`config.mk`:
```
export PLATFORM = sky130hd
export DESIGN_NAME = vp_key_event_queue
export DESIGN_NICKNAME = d
export VERILOG_FILES = /design/src/rtl/vp_input_pkg.sv /design/src/rtl/vp_event_fifo.sv /design/src/rtl/vp_key_event_queue.sv
export SDC_FILE = /design/constraint.sdc
export NUM_CORES = 1
export LEC_CHECK = 0
export BUFFER_PORTS_ARGS = -buffer_cell sky130_fd_sc_hd__buf_4
export CAP_MARGIN = 20
export CORE_UTILIZATION = 61
export CTS_CLUSTER_DIAMETER = 40
export DETAILED_ROUTE_END_ITERATION = 8
export PLACE_DENSITY = 0.84
export SYNTH_ARGS = -nofsm -noshare
export SYNTH_HDL_FRONTEND = slang
export SYNTH_SLANG_ARGS = --single-unit
```
`constraint.sdc`:
```
create_clock -name clk_i -period 2.88 [get_ports clk_i]
set_input_delay 0.288 -clock clk_i [delete_from_list [all_inputs] [get_ports clk_i]]
set_output_delay 0.288 -clock clk_i [all_outputs]
set_load 0.005 [all_outputs]
```
`src/rtl/vp_input_pkg.sv`:
```
// Shared types and lookup helpers for the keyboard/gamepad event path.
// key_evt_t is the queued entry: release flag plus the ASCII code handed to vp_keymap.
package vp_input_pkg;

  localparam logic [7:0] KEY_NONE = 8'h00;

  typedef struct packed {
    logic       released;
    logic [7:0] ascii;
  } key_evt_t;

  // PS/2 set-2 make codes; anything not listed returns KEY_NONE and is never queued
  function automatic logic [7:0] scancode_to_ascii(input logic [7:0] code);
    logic [7:0] a;
    a = KEY_NONE;
    case (code)
      8'h16: a = 8'h31;  8'h1E: a = 8'h32;  8'h26: a = 8'h33;  8'h25: a = 8'h34;
      8'h2E: a = 8'h35;  8'h36: a = 8'h36;  8'h3D: a = 8'h37;  8'h3E: a = 8'h38;
      8'h46: a = 8'h39;  8'h45: a = 8'h30;
      8'h1C: a = 8'h41;  8'h32: a = 8'h42;  8'h21: a = 8'h43;  8'h23: a = 8'h44;
      8'h24: a = 8'h45;  8'h2B: a = 8'h46;  8'h34: a = 8'h47;  8'h33: a = 8'h48;
      8'h43: a = 8'h49;  8'h3B: a = 8'h4A;  8'h42: a = 8'h4B;  8'h4B: a = 8'h4C;
      8'h3A: a = 8'h4D;  8'h31: a = 8'h4E;  8'h44: a = 8'h4F;  8'h4D: a = 8'h50;
      8'h15: a = 8'h51;  8'h2D: a = 8'h52;  8'h1B: a = 8'h53;  8'h2C: a = 8'h54;
      8'h3C: a = 8'h55;  8'h2A: a = 8'h56;  8'h1D: a = 8'h57;  8'h22: a = 8'h58;
      8'h35: a = 8'h59;  8'h1A: a = 8'h5A;
      8'h29: a = 8'h20;  8'h4E: a = 8'h2D;  8'h55: a = 8'h3D;  8'h4A: a = 8'h2F;
      8'h49: a = 8'h2E;  8'h41: a = 8'h2C;
      // console yes/no keys
      8'h11: a = 8'h79;  8'h12: a = 8'h6E;
      8'h5A: a = 8'd10;  8'h66: a = 8'd8;
      default: a = KEY_NONE;
    endcase
    return a;
  endfunction

  function automatic logic [7:0] joy_index_to_ascii(input int k);
    if (k >= 0 && k < 9) return 8'h31 + 8'(k);
    else if (k == 9)     return 8'h30;
    else                 return KEY_NONE;
  endfunction

endpackage

```
`src/rtl/vp_event_fifo.sv`:
```
// Synchronous show-ahead FIFO; a push into a full FIFO is accepted when a pop happens in the same cycle.
module vp_event_fifo #(
  parameter int WIDTH = 9,
  parameter int DEPTH = 8
) (
  input  logic                     clk_i,
  input  logic                     res_n_i,
  input  logic                     clr_i,
  input  logic                     push_i,
  input  logic [WIDTH-1:0]         wdata_i,
  input  logic                     pop_i,
  output logic [WIDTH-1:0]         rdata_o,
  output logic                     full_o,
  output logic                     empty_o,
  output logic [$clog2(DEPTH):0]   level_o
);

  localparam int AW = $clog2(DEPTH);
  localparam logic [AW-1:0] PTR_ONE = 1;

  logic [WIDTH-1:0] r_mem [DEPTH];
  logic [AW-1:0]    r_wr_ptr;
  logic [AW-1:0]    r_rd_ptr;
  logic [AW:0]      r_count;
  logic             w_push;
  logic             w_pop;

  assign empty_o = (r_count == '0);
  assign full_o  = (r_count == (AW+1)'(DEPTH));
  assign level_o = r_count;
  assign rdata_o = r_mem[r_rd_ptr];
  assign w_pop   = pop_i && !empty_o;
  assign w_push  = push_i && (!full_o || w_pop);

  always_ff @(posedge clk_i or negedge res_n_i) begin
    if (!res_n_i) begin
      r_wr_ptr <= '0;
      r_rd_ptr <= '0;
      r_count  <= '0;
    end else if (clr_i) begin
      r_wr_ptr <= '0;
      r_rd_ptr <= '0;
      r_count  <= '0;
    end else begin
      if (w_push) r_wr_ptr <= r_wr_ptr + PTR_ONE;
      if (w_pop)  r_rd_ptr <= r_rd_ptr + PTR_ONE;
      r_count <= r_count + {{AW{1'b0}}, w_push} - {{AW{1'b0}}, w_pop};
    end
  end

  // storage needs no reset: the count decides what is valid
  always_ff @(posedge clk_i) begin
    if (w_push && !clr_i) r_mem[r_wr_ptr] <= wdata_i;
  end

endmodule

```
`src/rtl/vp_key_event_queue.sv`:
```
// Merges PS/2 key events and gamepad numpad buttons into one ordered queue for vp_keymap.
// Handshake: rx_data_ready_o presents the head; rx_read_i & rx_data_ready_o pops it, then ready idles one cycle.
module vp_key_event_queue
  import vp_input_pkg::*;
#(
  parameter int NUM_JOY_KEYS = 10,
  parameter int FIFO_DEPTH   = 8
) (
  input  logic                          clk_i,
  input  logic                          res_n_i,
  input  logic [10:0]                   ps2_key_i,
  input  logic [NUM_JOY_KEYS-1:0]       joy_keys_i,
  input  logic                          flush_i,
  output logic                          rx_data_ready_o,
  output logic [7:0]                    rx_ascii_o,
  output logic                          rx_released_o,
  input  logic                          rx_read_i,
  output logic                          overflow_o,
  output logic [$clog2(FIFO_DEPTH):0]   level_o
);

  function automatic logic [NUM_JOY_KEYS-1:0] valid_joy_mask();
    logic [NUM_JOY_KEYS-1:0] m;
    for (int k = 0; k < NUM_JOY_KEYS; k++) m[k] = (joy_index_to_ascii(k) != KEY_NONE);
    return m;
  endfunction

  localparam logic [NUM_JOY_KEYS-1:0] JOY_MASK = valid_joy_mask();

  logic                    r_primed;
  logic                    r_ps2_tog;
  logic                    r_ps2_vld;
  key_evt_t                r_ps2_evt;
  logic [NUM_JOY_KEYS-1:0] r_joy_hist;
  logic [NUM_JOY_KEYS-1:0] r_joy_pend;
  logic                    r_rx_ready;
  key_evt_t                r_rx_evt;
  logic                    r_overflow;

  logic                    w_fifo_full;
  logic                    w_fifo_empty;
  key_evt_t                w_fifo_head;
  logic [$clog2(FIFO_DEPTH):0] w_level;
  logic [7:0]              w_ps2_ascii;
  logic                    w_unused_ext;
  logic                    w_pop;
  logic                    w_space;
  logic                    w_joy_hit;
  logic                    w_joy_take;
  key_evt_t                w_joy_evt;
  logic [NUM_JOY_KEYS-1:0] w_joy_sel;
  logic [NUM_JOY_KEYS-1:0] w_edges;
  key_evt_t                w_push_evt;
  logic                    w_push;
  key_evt_t                w_next;

  assign w_ps2_ascii  = scancode_to_ascii(ps2_key_i[7:0]);
  assign w_unused_ext = ps2_key_i[8];
  assign w_pop        = rx_read_i && r_rx_ready;
  assign w_space      = !w_fifo_full || w_pop;
  assign w_edges      = (joy_keys_i ^ r_joy_hist) & JOY_MASK;

  // lowest-index pending button wins; the descending loop lets index 0 overwrite last
  always_comb begin
    w_joy_hit = 1'b0;
    w_joy_evt = '0;
    w_joy_sel = '0;
    for (int k = NUM_JOY_KEYS - 1; k >= 0; k--) begin
      if (r_joy_pend[k]) begin
        w_joy_hit          = 1'b1;
        w_joy_evt.released = ~r_joy_hist[k];
        w_joy_evt.ascii    = joy_index_to_ascii(k);
        w_joy_sel          = '0;
        w_joy_sel[k]       = 1'b1;
      end
    end
  end

  assign w_joy_take = !r_ps2_vld && w_joy_hit && w_space;
  assign w_push_evt = r_ps2_vld ? r_ps2_evt : w_joy_evt;
  assign w_push     = (r_ps2_vld || w_joy_hit) && w_space && !flush_i;
  // an entry written into an empty FIFO is presented in the same edge to keep latency at two cycles
  assign w_next     = w_fifo_empty ? w_push_evt : w_fifo_head;

  vp_event_fifo #(.WIDTH($bits(key_evt_t)), .DEPTH(FIFO_DEPTH)) u_fifo (
    .clk_i   (clk_i),
    .res_n_i (res_n_i),
    .clr_i   (flush_i),
    .push_i  (w_push),
    .wdata_i (w_push_evt),
    .pop_i   (w_pop),
    .rdata_o (w_fifo_head),
    .full_o  (w_fifo_full),
    .empty_o (w_fifo_empty),
    .level_o (w_level)
  );

  always_ff @(posedge clk_i or negedge res_n_i) begin
    if (!res_n_i) begin
      r_primed   <= 1'b0;
      r_ps2_tog  <= 1'b0;
      r_ps2_vld  <= 1'b0;
      r_ps2_evt  <= '0;
      r_joy_hist <= '0;
      r_joy_pend <= '0;
      r_rx_ready <= 1'b0;
      r_rx_evt   <= '0;
      r_overflow <= 1'b0;
    end else if (flush_i) begin
      r_primed   <= 1'b0;
      r_ps2_vld  <= 1'b0;
      r_joy_hist <= joy_keys_i;
      r_joy_pend <= '0;
      r_rx_ready <= 1'b0;
      r_overflow <= 1'b0;
    end else begin
      r_ps2_vld <= 1'b0;
      if (!r_primed) begin
        r_primed  <= 1'b1;
        r_ps2_tog <= ps2_key_i[10];
      end else if (ps2_key_i[10] != r_ps2_tog) begin
        r_ps2_tog          <= ps2_key_i[10];
        r_ps2_vld          <= (w_ps2_ascii != KEY_NONE);
        r_ps2_evt.released <= ~ps2_key_i[9];
        r_ps2_evt.ascii    <= w_ps2_ascii;
      end
      if (r_ps2_vld && !w_space) r_overflow <= 1'b1;
      // a fresh edge on the serviced bit keeps it pending so the final level is still reported
      r_joy_pend <= (r_joy_pend & ~(w_joy_take ? w_joy_sel : '0)) | w_edges;
      r_joy_hist <= joy_keys_i;
      if (w_pop) begin
        r_rx_ready <= 1'b0;
      end else if (!r_rx_ready && (!w_fifo_empty || w_push)) begin
        r_rx_ready <= 1'b1;
        r_rx_evt   <= w_next;
      end
    end
  end

  assign rx_data_ready_o = r_rx_ready;
  assign rx_ascii_o      = r_rx_evt.ascii;
  assign rx_released_o   = r_rx_evt.released;
  assign overflow_o      = r_overflow;
  assign level_o         = w_level;

endmodule

```
==> results.cfg <==
[outcome]
status = finished clean

[logic_synthesis]
synth_fp_nets = 546
yosysSeqAreaShare_pct = 54.67
yosysUniqueCellTypes = 65
synthArstFlopShare_pct = 44.35
synth_top_area_cell = edfxtp_1
synthTopCellsByArea = edfxtp_1 (33%), dfrtp_1 (22%), mux4_2 (6.2%)
ys_seq_elements = 115
synth_top_area_share_pct = 32.86
synth_flop_cell = edfxtp_1
yosysWarnings = 0
synthCells = 505
avgSynthCellArea_um2 = 11.58
synth_edf_count = 64
netlist_area_um2 = 5849

[clock_network]
cts_root_buffer = clkbuf_8
clk_pin_slew_ns = 0.06
clk_path_buf_depth = 2
htree_levels = 4
clk_latency_ns = 0.52
cts_inserted_buffers = 17
cts_tree = yes
cts_sinks = 115
cts_resized = 0

[place]
port_buffers = 37
place_inst = 652
dp_hpwl_um = 8972
routabilityCongestion = 0.9104
pre_cts_ws_ns = 0.4372

[timing]
worst-slew-pin-transition_ns = 0.8423
setup_viol = 0
slew_viol_final = 0
clock_skew_ns = 0.008585
timing.hold.ws_ns = 0.01734
fmax_mhz = 395.2
finalHoldViolations = 0
rsz0062_at_grt = no
fin_crit_ns = 2.531
fin_crit_sh_pct = 87.87
fin_ws_ns = 0.3494
tns_ns = 0
maxSlewHeadroom_pct = 43.37

[power_and_ir_drop]
switching_power_mw = 1.598
power_density_nw_per_um2 = 768.8
power_frac_seq_pct = 40.9
comb_power_share_pct = 24.6
swShare_pct = 30.30
p_leak_nw = 2.679
ir_drop_v = 0.0005684
internal_power_mw = 3.678
pwr-share-clk_pct = 34.6

[setup_path]
worst_path_max_delay_cell = nor4_2
cp.arrival_ns = 2.93
start_kind = flip-flop
cp_cell_sequence = nor4_2 -> and3_1 -> nor3_2 -> ha_1 -> fa_1 -> xnor2_1 -> nor2_1
worst_path_largest_cell_delay_ns = 0.56
critPathKind = flip-flop to flip-flop
critPathRequiredTime_ns = 3.28
endpoint_kind = flip-flop
path_max_fanout = 7

[die]
die_w_um = 99.93
ios = 40
die-height_um = 99.93
initial_core_util_pct = 63.01
core_um2 = 9284
die_area_um2 = 9985
rows = 35

[drt]
wirelength_um = 14540
antenna_left = 0
dr_total_vias = 4470
drt_iter0_drc = 466
drcViolationCount = 0
avgViaCountPerCell = 6.432
wire_per_inst_um = 20.92
drt_pass1_iterations = 6

[final_layout]
mostFrequentLayoutCells = edfxtp_1 (64), dfrtp_1 (51), buf_4 (50)
stdcell_count = 695
layout_commonest_cell = edfxtp_1
layout-drive-gt1-share_pct = 18.55
final_nets = 595
diodes = 0
area_delta_synth_final_pct = 17.33
fill_cells = 604

[grt]
antenna_found_initial = 0
grt_remaining_overflow = 0
grt_pass1_wl_um = 23320
grt_usage_pct = 31.75
grt_pass1_vias = 4404
grt_max_degree = 52

[min_path]
hold_path.class = primary input to flip-flop

[run]
cap_violations = 0
==> per-layer routing <==
metal  GRT usage, %  share of wire [%]  vias to the layer above
met5              0                  0                        -
met4          16.52                4.5                        0
met3          7.939                8.0                       75
met2          51.09                 49                      256
met1          40.08                 38                     2171
li1               -                  -                     1968
==> cell type report <==
type                            instances  area [µm²]  area share [%]
Multi-Input combinational cell        335        2409           35.10
Inverter                               23       86.33           1.258
Sequential cell                       115        3198           46.60
Timing Repair Buffer                   62       495.5           7.220
Clock buffer                           18       417.9           6.089
Tap cell                              129       161.4           2.352
Clock inverter                         13       95.09           1.386
==> cells in the mapped netlist, drive strengths merged (7+ instances only) <==
cell type  instances
edfxtp            64
dfrtp             51
nand2             43
nor2              40
a21oi             39
o21ai             33
inv               22
clkbuf            18
mux4              16
ha                15
buf               14
nor3              11
xnor2             11
mux2i             10
nand2b             9
nor2b              8
a211oi             7
and3               7
xor2               7
==> stage by stage <==
stage | instance area (µm²) | power, mW | utilization, %
after detailed placement | 6230 | 3.412 | 67.10
after CTS | 6863 | 5.253 | 73.92
final | 6863 | 5.276 | 73.92
after floorplan | 5849 | 2.949 | -
after global placement | 6230 | 3.335 | 67.10
after global routing | 6863 | 5.497 | 73.92
==> worst max-delay path, delay by kind of cell, from the launching register on <==
family	cells	cell delay, ns
fa+ha+maj	2	0.65
simple gates	4	1.13
xor+xnor	1	0.16
flops	1	0.46
==> sequential cells by signal (all words and copies together), names as in the netlist, 3 cells and up <==
register and flops:
u_fifo.r_mem 64, r_joy_hist 10, r_joy_pend 10, r_ps2_evt 8
rx_ascii_o 7, u_fifo.level_o 4, u_fifo.r_rd_ptr 3, u_fifo.r_wr_ptr 3
==> path summary, 6_finish.rpt <==
| path | start | endpoint | slack (ns) | cells after the start |
|---|---|---|---|---|
| worst max-delay path | r_joy_pend[6]$_DFF_PN0_ | u_fifo.level_o[2]$_DFF_PN0_ | 0.35 | 7 |
| worst min-delay path | ps2_key_i[10] | r_ps2_tog$_DFFE_PN0P_ | 0.02 | 2 |
| worst max register to register | r_joy_pend[6]$_DFF_PN0_ | u_fifo.level_o[2]$_DFF_PN0_ | 0.35 | 7 |
| worst min register to register | rx_ascii_o[5]$_DFFE_PN0P_ | rx_ascii_o[5]$_DFFE_PN0P_ | 0.49 | 2 |
| max in group asynchronous | res_n_i | r_ps2_evt[5]$_DFFE_PN0P_ | 2.08 | 2 |
| min in group asynchronous | res_n_i | r_joy_hist[5]$_DFF_PN0_ | 0.35 | 2 |
==> power by group through the flow <==
stage | clock network (mW) | logic (mW) | registers (mW)
floorplan | 0 | 0.816 | 2.13
global placement | 0 | 1.18 | 2.15
detailed placement | 0 | 1.24 | 2.17
CTS | 1.83 | 1.28 | 2.15
global route | 1.90 | 1.42 | 2.18
finish | 1.82 | 1.30 | 2.16
==> kinds of logic after synthesis <==
| kind of cell | after synthesis | synth area share [%] |
|---|---|---|
| other cells | 1 | 0.06411 |
| simple gates | 145 | 12.41 |
| xor+xnor | 18 | 2.695 |
| flops | 115 | 54.67 |
| fa+ha+maj | 16 | 3.551 |
| compound gates | 125 | 13.82 |
| buf+inv | 55 | 4.150 |
| mux | 30 | 8.642 |
==> repair_timing <==
action                                  CTS  global route
endpoints found under the hold margin    62             0
endpoints found under the setup margin    0             0
setup buffers                             0             0
hold buffers                             12             0
Power figures use the tool's default switching activity.
